==> config.mk <==
export PLATFORM = sky130hd
export DESIGN_NAME = shift_arb
export DESIGN_NICKNAME = d
export VERILOG_FILES = /design/src/rtl/shift_pkg.sv /design/src/rtl/barrel_shift8.sv /design/src/rtl/shift_arb.sv
export SDC_FILE = /design/constraint.sdc
export NUM_CORES = 1
export LEC_CHECK = 0
export CAP_MARGIN = 0
export CORE_UTILIZATION = 53
export DETAILED_ROUTE_END_ITERATION = 6
export PLACE_DENSITY = 0.87
export SKIP_LAST_GASP = 1
export SYNTH_ARGS = -nofsm -noshare
export SYNTH_HDL_FRONTEND = slang
export SYNTH_SLANG_ARGS = --single-unit
==> constraint.sdc <==
create_clock -name clk -period 3.9 [get_ports clk]
set_input_delay 0.585 -clock clk [delete_from_list [all_inputs] [get_ports clk]]
set_output_delay 0.585 -clock clk [all_outputs]
set_load 0.01 [all_outputs]
==> src/rtl/shift_pkg.sv <==
// shift_pkg: shared widths, op/state encodings and request struct for shift_arb.
// Build option SHIFT_ARB_ROTATE_EN enables the rotate path in barrel_shift8.
package shift_pkg;
  localparam int SH_W = 8;
  localparam int SH_AW = 3;
  typedef enum logic [1:0] {SH_LL, SH_RL, SH_RA, SH_ROT} shift_op_e;
  typedef enum logic {ST_EMPTY, ST_FULL} arb_state_e;
  typedef struct packed {
    logic lr;
    logic al;
    logic rot;
    logic [SH_AW-1:0] shamt;
    logic [SH_W-1:0] din;
  } shift_req_t;
  function automatic shift_op_e op_of(shift_req_t r);
    return r.rot ? SH_ROT : r.lr ? SH_LL : r.al ? SH_RA : SH_RL;
  endfunction
endpackage

==> src/rtl/barrel_shift8.sv <==
// barrel_shift8: combinational 8-bit shifter built from 1/2/4 log stages.
// Ports: i_req (lr, al, rot, shamt, din), o_dout (shift result).
// Macro SHIFT_ARB_ROTATE_EN: build the rotate path; otherwise rot is ignored.
module barrel_shift8
  import shift_pkg::*;
(
  input  shift_req_t       i_req,
  output logic [SH_W-1:0]  o_dout
);
  shift_req_t w_req;
`ifdef SHIFT_ARB_ROTATE_EN
  assign w_req = i_req;
`else
  logic w_unused_rot;
  assign w_unused_rot = i_req.rot;
  always_comb begin
    w_req = i_req;
    w_req.rot = 1'b0;
  end
`endif
  shift_op_e w_op;
  logic w_fill;
  logic [SH_W-1:0] w_st [SH_AW+1];
  assign w_op = op_of(w_req);
  // Sign fill always comes from the original operand msb.
  assign w_fill = (w_op == SH_RA) & i_req.din[SH_W-1];
  assign w_st[0] = i_req.din;
  for (genvar g = 0; g < SH_AW; g++) begin : g_stage
    localparam int K = 1 << g;
    logic [K-1:0] w_lfill, w_rfill;
`ifdef SHIFT_ARB_ROTATE_EN
    assign w_lfill = (w_op == SH_ROT) ? w_st[g][SH_W-1 -: K] : '0;
    assign w_rfill = (w_op == SH_ROT) ? w_st[g][K-1:0] : {K{w_fill}};
`else
    assign w_lfill = '0;
    assign w_rfill = {K{w_fill}};
`endif
    assign w_st[g+1] = !w_req.shamt[g] ? w_st[g] :
                       w_req.lr ? {w_st[g][SH_W-K-1:0], w_lfill} :
                                  {w_rfill, w_st[g][SH_W-1:K]};
  end
  assign o_dout = w_st[SH_AW];
endmodule

==> src/rtl/shift_arb.sv <==
// shift_arb: round-robin arbiter sharing one barrel shifter between two requesters.
// Ports: clk, rst_n (async active-low); req_valid/req_ready handshake with
// req_lr/req_al/req_rot/req_shamt/req_din operands per requester;
// out_valid/out_ready handshake returning out_id and out_data.
// Macro SHIFT_ARB_ROTATE_EN: req_rot selects rotate; otherwise req_rot is ignored.
module shift_arb
  import shift_pkg::*;
#(
  parameter int W = SH_W,
  parameter int NREQ = 2
) (
  input  logic                            clk,
  input  logic                            rst_n,
  input  logic [NREQ-1:0]                 req_valid,
  output logic [NREQ-1:0]                 req_ready,
  input  logic [NREQ-1:0]                 req_lr,
  input  logic [NREQ-1:0]                 req_al,
  input  logic [NREQ-1:0]                 req_rot,
  input  logic [NREQ-1:0][$clog2(W)-1:0]  req_shamt,
  input  logic [NREQ-1:0][W-1:0]          req_din,
  output logic                            out_valid,
  input  logic                            out_ready,
  output logic                            out_id,
  output logic [W-1:0]                    out_data
);
  arb_state_e r_state, w_state_nxt;
  logic r_rr, r_id, w_rr_nxt, w_gnt, w_any, w_can_accept, w_fire;
  logic [W-1:0] r_data, w_res;
  shift_req_t w_sel;
  assign w_any = |req_valid;
  // Pointer holder wins if asking, otherwise the other requester.
  assign w_gnt = req_valid[r_rr] ? r_rr : ~r_rr;
  assign w_sel = '{lr: req_lr[w_gnt], al: req_al[w_gnt], rot: req_rot[w_gnt],
                   shamt: req_shamt[w_gnt], din: req_din[w_gnt]};
  barrel_shift8 u_shift (
    .i_req  (w_sel),
    .o_dout (w_res)
  );
  always_comb begin
    w_can_accept = (r_state == ST_EMPTY) | (out_ready & (r_state == ST_FULL));
    w_fire = w_can_accept & w_any;
    req_ready = '0;
    req_ready[w_gnt] = w_fire;
    w_state_nxt = w_fire ? ST_FULL : out_ready ? ST_EMPTY : r_state;
    w_rr_nxt = w_fire ? ~w_gnt : r_rr;
  end
  always_ff @(posedge clk or negedge rst_n) begin
    if (!rst_n) begin
      r_state <= ST_EMPTY;
      r_rr <= 1'b0;
      r_id <= 1'b0;
      r_data <= '0;
    end else begin
      r_state <= w_state_nxt;
      r_rr <= w_rr_nxt;
      if (w_fire) begin
        r_id <= w_gnt;
        r_data <= w_res;
      end
    end
  end
  assign out_valid = (r_state == ST_FULL);
  assign out_id = r_id;
  assign out_data = r_data;
endmodule
==> impl_metrics.yaml <==
outcome:
  status: "finished, violations left"
  violations: "DRC"
timing:
  hold_slack_ns: 0.484
  finalMaxSlewViolations: 0
  finalSetupViolCount: 0
  slew_headroom_pct: 49.4
  grt_setup_unrepaired: "false"
  final-hold-violation-count: 0
  worstMarginPinSlew_ns: 0.756
  period_share_pct: 78.6
  fmax_mhz: 326
  skew_ns: 0.00248
  tns_ns: 0
  min_period_ns: 3.06
cts:
  clk_pin_slew_ns: 0.07
  cts_root_buf: "clkbuf_4"
  worstSkewPairLatency_ns: 0.27
  cts_tree: "built"
  clk_path_buf_depth: 2
  clock_sinks: 11
  cts_buffers: 3
  holdBufCountCts: 0
  h-tree-depth: 1
  cts_setup_buffers: 0
  postCtsResizedCells: 0
critical_path:
  slowest_stage: "clkdlybuf4s50_1"
  r2r_slack_ns: 1.42
  r2r-start: "r_rr"
  worstReg2RegEnd: "out_data[4]"
  end_kind: "output port"
  crit_arrival_ns: 2.48
  worst_path_most_repeated_cell: "clkdlybuf4s50_1"
  crit_fanout: 9
  path_class: "input port to output port"
  reg2reg_depth: 6
  crit_chain: "clkdlybuf4s50_1 -> nand2b_1 -> nand2_4 -> nor2_1 -> clkdlybuf4s50_1"
  cp-start-kind: "input port"
  required_ns: 3.31
  slowest_delay_ns: 0.57
die:
  die_y_um: 57.8
  row_count: 19
  core_area_mm2: 0.00285
  dieArea_mm2: 0.00334
  start_util_pct: 57.9
  die_w_um: 57.8
  io_pins: 45
placed_design:
  io_buffers: 42
  dp_hpwl_um: 3970
  dpl-instance-area_mm2: 0.00199
  place.gp.congestion: 0.981
  place_inst: 269
detailed_routing:
  wire_per_inst_um: 19.3
  drtIter0Drc: 150
  ant_nets: 0
  drc: 3
  wl_met2_um: 2290
  firstDrtPassIters: 7
  viasPerCell: 6.84
  vias: 1867
  maxUsedRoutingLayer: "met4"
  wl_met1_um: 2290
  drt_wl_total_um: 5260
  wl_met3_um: 458
global_routing:
  grt_pass1_vias: 1770
  track_usage_pct: 34.0
  grt.overflow.total: 0
  grt_pass1_wl_um: 8680
  grt_max_degree: 22
  antenna_found_initial: 0
logic_synthesis:
  synth_area_mm2: 0.00165
  syn_inst: 211
  syn_avg_cell_area_um2: 7.82
  yosysUniqueCellTypes: 59
  yosys-top-cells-area: "dfrtp_1 (17%), mux2i_1 (14%), buf_6 (5.5%)"
  ys_seq_area_share_pct: 16.7
  synthFlopType: "dfrtp_1"
  synth_top_area_cell: "dfrtp_1"
  ys_async_sr_fraction_pct: 100
  synth-seq-cells: 11
  mappedNetlistNets: 244
  synth_top_area_share_pct: 16.7
  synth_edf_count: 0
  ys_warn_count: 0
power:
  ir_drop_mv: 0.357
  leakage_nw: 0.804
  p_per_area_mw_per_mm2: 353
cells_and_area:
  diodes: 0
  areaGrowthSynthToFinish_pct: 21.9
  fin_nets: 276
  final_area_mm2: 0.00201
  post-route-util_pct: 70.5
  drive_gt1_share_pct: 7.85
  stdcell_count: 273
min_path:
  holdPathEnd: "out_id"
  min_from: "out_id"
  min_path_type: "flop to flop"
  holdPathStages: 1
flow_run:
  maxCapViolCount: 0
[placed cells by master, fill, tap and decap left out, drive strengths merged, types with 6 or more instances in the layout]
cell	synthesis	final
a211oi	6	6
clkdlybuf4s50	0	42
o21ai	16	16
nor2	19	19
a21oi	7	7
mux2i	23	23
nand3	7	7
dfrtp	11	11
nor3	6	6
nand2	24	24
[state kept, by name, indices dropped and copies added (netlist names)]
signal	count
out_valid	1
out_id	1
r_rr	1
out_data	8
[cell type report]
| cell class | count | area [um2] |
|---|---|---|
| multi-input cells | 179 | 1220 |
| fillers | 255 | 841 |
| repair buffers | 44 | 435 |
| flip-flops and latches | 11 | 275 |
| well taps | 31 | 38.8 |
| clock buffers | 4 | 26.3 |
| inverters | 4 | 15.0 |
[metal layers]
metal  vias to the layer above  global-route usage [%]
met5                         -                       0
met4                         0                    15.3
met3                        19                    6.25
met2                       118                    52.2
met1                       863                    46.6
li1                        867                       -
[synthesized netlist by cell type, types with 3 or more instances]
| cell type | instances |
|---|---|
| a211oi_1 | 5 |
| a21oi_1 | 7 |
| a221oi_1 | 3 |
| a31oi_1 | 5 |
| and2_1 | 5 |
| and3_1 | 3 |
| buf_2 | 6 |
| buf_6 | 8 |
| dfrtp_1 | 11 |
| inv_1 | 4 |
| mux2i_1 | 23 |
| nand2_1 | 22 |
| nand2b_1 | 4 |
| nand3_1 | 6 |
| nor2_1 | 18 |
| nor2b_1 | 5 |
| nor3_1 | 6 |
| o211ai_1 | 4 |
| o21ai_0 | 7 |
| o21ai_1 | 7 |
| o22ai_1 | 3 |
[kinds of logic (layout without fill, tap and decap cells)]
family                 after synthesis  count (layout)  synth area share, %
AOI/OAI and AO/OA                   69              69                 30.6
muxes                               25              25                 16.0
DFF                                 11              11                 16.7
and+or+nand+nor                     85              85                 27.4
buffers and inverters               21              52                 9.32
[how the worst max path moves through the flow]
stage                      start      endpoint  slack [ns]  cells after the start
CTS                 req_valid[1]  req_ready[1]        0.86                      5
floorplan           req_valid[1]   out_data[1]        1.91                      6
global placement    req_valid[0]   out_data[4]        0.86                      7
detailed placement  req_valid[1]   out_data[4]        0.85                      7
global route        req_valid[1]  req_ready[1]        0.72                      5
finish              req_valid[1]  req_ready[1]        0.84                      5
[critical path, delay by kind of cell]
kind | cells | cell delay, ns
AND/OR/NAND/NOR | 3 | 0.81
buffers and inverters | 2 | 1.08
[report_power, final]
| part | internal [W] | switching (W) | total, W |
|---|---|---|---|
| Clock | 0.0000396 | 0.0000385 | 0.0000781 |
| Sequential | 0.000148 | 0.0000191 | 0.000167 |
| Combinational | 0.000213 | 0.000253 | 0.000466 |
| Total | 0.000400 | 0.000311 | 0.000711 |
[metrics by stage]
stage | setup WS [ns] | total power, W
floorplan | 1.91 | 0.000476
global placement | 0.858 | 0.000623
detailed placement | 0.851 | 0.000625
CTS | 0.859 | 0.000705
global route | 0.723 | 0.000758
finish | 0.836 | 0.000711
(Power assumes the default switching activity.)
